### config.mk
export PLATFORM = sky130hd
export DESIGN_NAME = bit_serializer
export DESIGN_NICKNAME = d
export VERILOG_FILES = /design/src/rtl/bit_serializer.sv
export SDC_FILE = /design/constraint.sdc
export NUM_CORES = 1
export LEC_CHECK = 0
export ABC_CLOCK_PERIOD_IN_PS = 3450
export CORE_UTILIZATION = 30
export DETAILED_ROUTE_END_ITERATION = 6
export GPL_TIMING_DRIVEN = 0
export PLACE_DENSITY = 0.55
export SYNTH_ARGS = -nofsm -noshare
export SYNTH_HDL_FRONTEND = slang
export SYNTH_SLANG_ARGS = --single-unit
### constraint.sdc
create_clock -name clk -period 3.45 [get_ports clk]
set_clock_uncertainty 0.05 [all_clocks]
set_input_delay 0.345 -clock clk [delete_from_list [all_inputs] [get_ports clk]]
set_output_delay 0.345 -clock clk [all_outputs]
set_load 0.05 [all_outputs]
### src/rtl/bit_serializer.sv
// Parallel-to-serial converter with a one-word skid buffer, so back-to-back
// words leave the shifter with no idle cycle between them.
module bit_serializer #(
  parameter int W         = 8,
  parameter bit MSB_FIRST = 1'b1,
  parameter bit IDLE_BIT  = 1'b0
) (
  input  logic         clk,
  input  logic         rst,
  input  logic [W-1:0] in_data,
  input  logic         in_valid,
  output logic         in_ready,
  output logic         x,
  output logic         x_valid,
  output logic         word_done,
  output logic         busy
);

  localparam int CW = $clog2(W);
  localparam logic [CW-1:0] LAST = CW'(W - 1);

  typedef enum logic {IDLE, SHIFT} state_t;

  state_t         state_q, state_d;
  logic [CW-1:0]  cnt_q, cnt_d;
  logic [W-1:0]   shift_q, shift_d;
  logic [W-1:0]   hold_q, hold_d;
  logic           hold_full_q, hold_full_d;

  logic           handshake;
  logic           active_bit;
  logic [W-1:0]   shifted;

  // Bit order only changes which end is presented and which way the word moves.
  generate
    if (MSB_FIRST) begin : g_msb_first
      assign active_bit = shift_q[W-1];
      assign shifted    = {shift_q[W-2:0], 1'b0};
    end else begin : g_lsb_first
      assign active_bit = shift_q[0];
      assign shifted    = {1'b0, shift_q[W-1:1]};
    end
  endgenerate

  assign in_ready  = ~hold_full_q & ~rst;
  assign handshake = in_valid & in_ready;

  always_comb begin
    state_d     = state_q;
    cnt_d       = cnt_q;
    shift_d     = shift_q;
    hold_d      = hold_q;
    hold_full_d = hold_full_q;

    if (state_q == IDLE) begin
      if (handshake) begin
        state_d = SHIFT;
        cnt_d   = '0;
        shift_d = in_data;
      end
    end else if (cnt_q != LAST) begin
      cnt_d   = cnt_q + 1'b1;
      shift_d = shifted;
      if (handshake) begin
        hold_d      = in_data;
        hold_full_d = 1'b1;
      end
    end else begin
      // Last bit of the word: refill from the hold register first, then from
      // a word arriving on this very edge, otherwise go quiet.
      cnt_d = '0;
      if (hold_full_q) begin
        shift_d     = hold_q;
        hold_d      = '0;
        hold_full_d = 1'b0;
      end else if (handshake) begin
        shift_d = in_data;
      end else begin
        state_d = IDLE;
        shift_d = '0;
      end
    end
  end

  always_ff @(posedge clk or posedge rst) begin
    if (rst) begin
      state_q     <= IDLE;
      cnt_q       <= '0;
      shift_q     <= '0;
      hold_q      <= '0;
      hold_full_q <= 1'b0;
    end else begin
      state_q     <= state_d;
      cnt_q       <= cnt_d;
      shift_q     <= shift_d;
      hold_q      <= hold_d;
      hold_full_q <= hold_full_d;
    end
  end

  assign x_valid   = (state_q == SHIFT);
  assign x         = x_valid ? active_bit : IDLE_BIT;
  assign word_done = x_valid & (cnt_q == LAST);
  assign busy      = x_valid | hold_full_q;

endmodule

; Word-level counts from Yosys, hierarchy flattened
; Cells that the tools add are included.
[classes]
add_sub_neg = 1
mul = 0
n_div = 0
n_lt_le_gt_ge = 0
eq_ne = 3
n_shift = 0
mux = 17
bitwise = 6
reduce_logical = 4
[ops]
columns = operator, count
row1 = 2-to-1 mux 8 bit, 7
row2 = 2-to-1 mux 3 bit, 3
row3 = 2-to-1 mux 1 bit, 7
row4 = nonzero test 2 bit, 2
row5 = "adder 3 x 1 -> 3 bit, second input constant", 1
row6 = AND 1 bit, 3
row7 = "equality test 3 bit, second input constant", 1
row8 = "inequality test 3 bit, second input constant", 1
row9 = AND reduction 3 bit, 1
row10 = "inequality test 2 bit, second input constant", 1
row11 = inverter 1 bit, 2
row12 = AND reduction 2 bit, 1
row13 = OR 1 bit, 1
[totals]
ff_bits = 21
latchBits = 0
mem_bits_rw = 0
mem_bits_ro = 0
in_bits = 11
out_inout_bits = 5
word_cells = 36
n_memories = 0

; Depth between registers and ports, before layout
; Gate-level depths: netlist of run 1.
[depth]
depth_word = 7
ltp_mapped = 6
depth_no_buf = 5

; Least setup slack after synthesis of run 1
; OpenSTA, ideal clock, no wires.
[synth_path]
kind = reg-to-output
startpoint = reg state_q (netlist: x_valid)
endpoint = out x
arrival_time_ns = 1.577
required_ns = 3.055
setup_slack_ns = 1.478
stages_incl_launch_ff = 4
n_path_buf = 2
cell_sequence = dfrtp_1 > buf_4 > clkbuf_1 > and2_1
[synth_via]
elab_chain_cells = 1
[synth_rtl]
columns = element, line_no
row1 = "start, declared", 24  ; state_t state_q, state_d;
row2 = "start signal, assigned", 93  ; state_q <= state_d;
row3 = 2-to-1 mux 1 bit, 102  ; assign x = x_valid ? active_bit : IDLE_BIT;
row4 = "end, declared", 13  ; output logic x,
; Every way passes these cells.

; Worst setup path in the final report of run 1
[layout_path]
startpoint = reg cnt_q[0]
endpoint = out word_done
[layout_via]
elab_chain_cells = 2
[layout_rtl]
columns = element, line_no
row1 = "start, declared", 25  ; logic [CW-1:0] cnt_q, cnt_d;
row2 = "start signal, assigned", 94  ; cnt_q <= cnt_d;
row3 = equality test 3 bit, 103  ; assign word_done = x_valid & (cnt_q == LAST);
row4 = AND 1 bit, 103
row5 = "end, declared", 15  ; output logic word_done,
; Every way passes these cells.

==> results.sh, run 1 <==
export IMPL_grt_pass1_vias=912
export IMPL_synth_ff_type="dfrtp_1"
export IMPL_num_vias=897
export IMPL_p_seq_share_pct=39.0
export IMPL_antenna_cells=0
export IMPL_ant_nets=0
export IMPL_vias_per_cell=5.13
export IMPL_rows=21
export IMPL_worstHoldStart="shift_q[6]"
export IMPL_cts_hold_buf=0
export IMPL_hp_class="reg2reg"
export IMPL_max_stage_delay_ns=0.81
export IMPL_ys_async_sr_fraction_pct=100
export IMPL_worst_path_max_fanout=9
export IMPL_portBuffers=15
export IMPL_crit_type="reg2out"
export IMPL_status="finished clean"
export IMPL_synth_top_area_share_pct=48.4
export IMPL_synthTopCellsByArea="dfrtp_1, a221o_1, nand3_1"
export IMPL_pin_count=16
export IMPL_cp_start_kind="flip-flop"
export IMPL_clock_sinks=21
export IMPL_cts_buffers=3
export IMPL_placed_area_um2=1290
export IMPL_final_area_um2=1320
export IMPL_grt_pass1_wl_um=4490
export IMPL_cts_tree="built"
export IMPL_coreArea_um2=3390
export IMPL_clockPowerShare_pct=11.5
export IMPL_syn_cell_area_um2=1090
export IMPL_rr_startpoint="cnt_q[0]"
export IMPL_worstPathRequired_ns=3.05
export IMPL_antenna_found_initial=0
export IMPL_synthTopCellsByCount="dfrtp_1, nand3_1, nand2_1"
export IMPL_cts_repair_resized=0
export IMPL_cts_root_buffer="clkbuf_4"
export IMPL_hold_violations=0
export IMPL_dr_first_iter_drc_count=30
export IMPL_seq_area_frac_synth_pct=48.4
export IMPL_rsz0062_at_grt="false"
export IMPL_fin_crit_sh_pct=76.4
export IMPL_switchingPower_mw=0.468
export IMPL_cts_max_level=1
export IMPL_start_util_pct=32.0
export IMPL_routed_wl_um=2600
export IMPL_relSlewSlack_pct=45.0
export IMPL_grt_max_degree=22
export IMPL_worstSetupEndpointType="output pin"
export IMPL_gp_congestion=0.737
export IMPL_clk_latency_ns=0.31
export IMPL_power_leakage_nw=0.548
export IMPL_drtPass1Iterations=4
export IMPL_die_height_um=62.2
export IMPL_cp_slowest_cell="clkdlybuf4s50_1"
export IMPL_drc=0
export IMPL_hpwl_um=1770
export IMPL_peakVddDrop_v=0.000301
export IMPL_combPwrFrac_pct=49.5
export IMPL_cts_setup_buffers=0
export IMPL_synthCells=110
export IMPL_drive_gt1_share_pct=11.6
export IMPL_setup_tns_ns=0
export IMPL_setup_viol=0
export IMPL_slew_violations=0
export IMPL_fp_dieW_um=62.2
export IMPL_ys_types=26
export IMPL_ys_ff_latch=21
export IMPL_post_route_min_period_ns=2.64
export IMPL_max_cap_viol_count=0
export IMPL_synth_area_leader_cell="dfrtp_1"
export IMPL_clockBufferDepth=2
export IMPL_p_int_mw=0.608
export IMPL_worst_slew_pin_slew_ns=0.825
export IMPL_dieArea_um2=3860
export IMPL_path_clk_slew_ns=0.13
export IMPL_timing_fmax_mhz=379
export IMPL_startpoint="cnt_q[0]"
export IMPL_ys_warn_count=0
export IMPL_dpl_cell_count=171
export IMPL_stdcell_count=175
export IMPL_switching_share_pct=43.5
export IMPL_p_per_area_nw_per_um2=814
export IMPL_yosys_cell_count_top_type="dfrtp_1"
export IMPL_crit_top_cell="ha_1"
export IMPL_syn2layout_area_growth_pct=21.7
export IMPL_wl_per_cell_um=14.8
export IMPL_syn_num_nets=123
export IMPL_arrival_ns=2.24
export IMPL_cp_cell_sequence="ha_1 -> ha_1 -> and2_1 -> clkdlybuf4s50_1"
export IMPL_grt_overflow_total=0
export IMPL_syn_avg_cell_area_um2=9.87
export IMPL_grtUsageTotal_pct=14.8
export IMPL_synth_edf_count=0
export IMPL_nNetsFinal=143
[cell usage in the layout (no fill, tap or decap), types with 6 or more instances in the layout]
cell type,instances
nand2_1,13
dfrtp_1,21
clkdlybuf4s50_1,15
o21ai_0,11
a21boi_0,6
nand2b_1,7
nand3_1,16
a221o_1,8
[power groups by stage]
stage	logic, mW	registers, mW	clock network, mW
2_1_floorplan	0.373	0.424	0
3_3_place_gp	0.524	0.422	0
3_5_place_dp	0.534	0.426	0
4_1_cts	0.537	0.419	0.128
5_1_grt	0.588	0.436	0.140
6_report	0.532	0.420	0.124
[layout make-up]
type                            instances  area, um^2
Tap cell                               46        57.6
Sequential cell                        21         526
Fill cell                             334        2070
Buffer                                  7        41.3
Multi-Input combinational cell         80         512
Clock inverter                          1        5.00
Clock buffer                            3        22.5
Inverter                                2        7.51
Timing Repair Buffer                   15         150
[worst paths after layout]
check / depth (start not counted) / to / slack [ns]
max: 4 / word_done / 0.81
min: 1 / shift_q[6] / 0.48
max reg2reg: 6 / shift_q[0] / 1.55
min reg2reg: 1 / shift_q[6] / 0.48
max in group asynchronous: 2 / cnt_q[2] / 2.26
min in group asynchronous: 2 / shift_q[1] / 0.57
[cell families (layout without fill, tap and decap cells)]
group / after synthesis / after routing / share of synthesized area, %
adders and majority gates: 2 / 2 / 2.30
AOI/OAI and AO/OA: 28 / 28 / 18.4
muxes: 1 / 1 / 1.04
and+or+nand+nor: 49 / 49 / 25.3
DFF: 21 / 21 / 48.4
buffers and inverters: 9 / 28 / 4.49
[through the flow]
step           worst slack (ns)  total power, mW  hold WS, ns  utilization, %
6_report                  0.814             1.08        0.483            39.0
5_1_grt                   0.715             1.16        0.497            39.0
2_1_floorplan              1.48            0.797        0.272               -
4_1_cts                   0.799             1.08        0.482            39.0
3_5_place_dp               1.17            0.960        0.454            38.2
3_3_place_gp               1.16            0.946        0.443            38.2
[flip-flops by register name, indices dropped and copies added, names as in the netlist]
name	flops
hold_q	8
hold_full_q	1
shift_q	8
cnt_q	3
x_valid	1
[per-layer routing]
metal / global-route usage (%) / vias to the layer above / share of wire (%)
met5: 0 / - / 0
met1: 20.6 / 447 / 47
met4: 6.69 / 0 / 0.81
met3: 1.65 / 2 / 3.1
li1: - / 436 / -
met2: 23.1 / 12 / 49
[critical path: cells and delay by family, from the launching register on]
| family | cells | cell delay (ns) |
|---|---|---|
| buffers and inverters | 1 | 0.81 |
| and+or+nand+nor | 1 | 0.23 |
| DFF | 1 | 0.39 |
| adders and majority gates | 2 | 0.51 |
Note: power is estimated with default switching activity, not from simulation.
==> run 2: changes to the inputs <==
--- a/config.mk
+++ b/config.mk
@@ -5,11 +5,11 @@
 export SDC_FILE = /design/constraint.sdc
 export NUM_CORES = 1
 export LEC_CHECK = 0
-export ABC_CLOCK_PERIOD_IN_PS = 3450
+export ABC_CLOCK_PERIOD_IN_PS = 2400
 export CORE_UTILIZATION = 30
 export DETAILED_ROUTE_END_ITERATION = 6
 export GPL_TIMING_DRIVEN = 0
-export PLACE_DENSITY = 0.55
+export PLACE_DENSITY = 0.57
 export SYNTH_ARGS = -nofsm -noshare
 export SYNTH_HDL_FRONTEND = slang
 export SYNTH_SLANG_ARGS = --single-unit
==> constraint.sdc (replaced) <==
create_clock -name clk -period 2.4 [get_ports clk]
set_clock_uncertainty 0.05 [all_clocks]
set_input_delay 0.24 -clock clk [delete_from_list [all_inputs] [get_ports clk]]
set_output_delay 0.24 -clock clk [all_outputs]
set_load 0.05 [all_outputs]
==> run 2 against run 1 <==
  * Sequential cell count unchanged
  * Utilization decreased by 0.15 points
  * Hold slack got worse by 0.018 ns
  * Worst setup slack got worse by 0.65 ns
  * Count of clock-buffer cells in the layout increased by 1
  * Highest routed layer is now met3
  * Critical endpoint unchanged
  * Cell count unchanged
  * Routed wire length decreased by 1.5%
==> results.sh, run 2 (synthesis results as in run 1) <==
export IMPL_placed_area_um2=1290
export IMPL_pin_count=16
export IMPL_hold_violations=0
export IMPL_grtUsageTotal_pct=14.2
export IMPL_rsz0062_at_grt="false"
export IMPL_vias_per_cell=4.97
export IMPL_slew_violations=0
export IMPL_die_height_um=62.2
export IMPL_wl_per_cell_um=14.6
export IMPL_grt_pass1_wl_um=4220
export IMPL_setup_viol=0
export IMPL_power_leakage_nw=0.551
export IMPL_p_per_area_nw_per_um2=1150
export IMPL_clockPowerShare_pct=11.4
export IMPL_dpl_cell_count=171
export IMPL_cts_buffers=3
export IMPL_cts_root_buffer="clkbuf_4"
export IMPL_drive_gt1_share_pct=10.9
export IMPL_p_int_mw=0.865
export IMPL_p_seq_share_pct=39.7
export IMPL_worstSetupEndpointType="output pin"
export IMPL_peakVddDrop_v=0.000351
export IMPL_p_total_mw=1.52
export IMPL_grt_pass1_vias=845
export IMPL_clock_sinks=21
export IMPL_fin_crit_sh_pct=93.0
export IMPL_path_clk_slew_ns=0.12
export IMPL_worst_slew_pin_slew_ns=0.826
export IMPL_combPwrFrac_pct=48.9
export IMPL_crit_type="reg2out"
export IMPL_syn2layout_area_growth_pct=21.2
export IMPL_setup_tns_ns=0
export IMPL_cts_setup_buffers=0
export IMPL_worstPathRequired_ns=2.11
export IMPL_grt_max_degree=22
export IMPL_stdcell_count=175
export IMPL_portBuffers=15
export IMPL_grt_overflow_total=0
export IMPL_cp_start_kind="flip-flop"
export IMPL_rows=21
export IMPL_top_regs="hold_q x8, shift_q x8, cnt_q x3"
export IMPL_final_cell_mix="dfrtp_1, nand3_1, nand2_1, clkdlybuf4s50_1, o21ai_0"
export IMPL_coreArea_um2=3390
export IMPL_gp_congestion=0.743
export IMPL_drtPass1Iterations=4
export IMPL_timing_fmax_mhz=448
export IMPL_cts_max_level=1
export IMPL_ant_nets=0
export IMPL_switching_share_pct=43.1
export IMPL_post_route_min_period_ns=2.23
export IMPL_arrival_ns=1.94
export IMPL_dieArea_um2=3860
export IMPL_num_vias=870
export IMPL_antenna_cells=0
export IMPL_start_util_pct=32.0
export IMPL_worst_path_max_fanout=9
export IMPL_switchingPower_mw=0.655
export IMPL_drc=0
export IMPL_final_common_cell="dfrtp_1"
export IMPL_max_cap_viol_count=0
export IMPL_status="finished clean"
export IMPL_hpwl_um=1760
export IMPL_clockBufferDepth=2
export IMPL_fp_dieW_um=62.2
export IMPL_relSlewSlack_pct=44.9
export IMPL_hp_class="in2async"
export IMPL_clk_latency_ns=0.31
export IMPL_nNetsFinal=143
export IMPL_dr_first_iter_drc_count=38
export IMPL_final_area_um2=1320
export IMPL_routed_wl_um=2560
export IMPL_antenna_found_initial=0
export IMPL_cts_tree="built"
==> run 2: cell types whose count changed in the layout (fill, tap and decap cells not counted), sizes merged <==
| cell | delta |
|---|---|
| clkbuf | +1 |
| dlygate4sd2 | +3 |
| clkinv | -1 |
| clkdlybuf4s50 | -3 |
==> run 2: area by class of cell <==
| class | count | area (um^2) |
|---|---|---|
| Multi-Input combinational cell | 80 | 512 |
| Fill cell | 343 | 2070 |
| Sequential cell | 21 | 526 |
| Inverter | 2 | 7.51 |
| Clock buffer | 4 | 26.3 |
| Tap cell | 46 | 57.6 |
| Buffer | 7 | 41.3 |
| Timing Repair Buffer | 15 | 146 |
==> run 2: path summary, 6_finish.rpt <==
path / from / endpoint / slack [ns] / cells past startpoint
worst max-delay path: cnt_q[1] / word_done / 0.17 / 4
worst min-delay path: rst / hold_full_q / 0.46 / 2
worst max register to register: cnt_q[0] / shift_q[0] / 0.49 / 6
worst min register to register: shift_q[0] / shift_q[0] / 0.48 / 1
max in group asynchronous: rst / shift_q[4] / 1.33 / 2
min in group clk: in_data[0] / hold_q[0] / 0.48 / 3
==> run 2: routing by layer <==
layer	track usage, %	routed length, um	vias to the layer above
li1	-	-	434
met1	18.8	1260	423
met2	22.5	1210	13
met3	3.86	84	0
met4	4.36	0	0
met5	0	0	-
==> run 2: stage by stage <==
step | hold slack, ns | utilization [%] | setup WS [ns]
floorplan | 0.167 | - | 0.533
global placement | 0.447 | 38.2 | 0.234
detailed placement | 0.451 | 38.2 | 0.224
CTS | 0.469 | 38.8 | 0.149
global route | 0.480 | 38.8 | 0.0557
finish | 0.464 | 38.8 | 0.167
==> run 2: what timing repair did <==
item	in CTS	in global routing
hold buffers	0	0
endpoints found under the setup margin	3	0
resized for setup	3	0
==> run 2: power by group through the flow <==
| stage | clock network, mW | registers [mW] | logic, mW |
|---|---|---|---|
| 2_1_floorplan | 0 | 0.609 | 0.536 |
| 3_3_place_gp | 0 | 0.605 | 0.751 |
| 3_5_place_dp | 0 | 0.611 | 0.766 |
| 4_1_cts | 0.180 | 0.603 | 0.752 |
| 5_1_grt | 0.194 | 0.620 | 0.825 |
| 6_report | 0.174 | 0.603 | 0.743 |
==> run 2: worst max-delay path: stages (launching register included) <==
cell and delay (ns):
dfrtp_1 0.38, ha_1 0.16, ha_1 0.35, and2_1 0.22, dlygate4sd2_1 0.54
==> run 3: changes to the inputs <==
--- a/config.mk
+++ b/config.mk
@@ -7,6 +7,7 @@
 export LEC_CHECK = 0
 export ABC_CLOCK_PERIOD_IN_PS = 2400
 export CORE_UTILIZATION = 30
+export CTS_CLUSTER_DIAMETER = 60
 export DETAILED_ROUTE_END_ITERATION = 6
 export GPL_TIMING_DRIVEN = 0
 export PLACE_DENSITY = 0.57
==> results of run 3 <==
No change in the layout: final DEF, timing and power equal those of run 2.
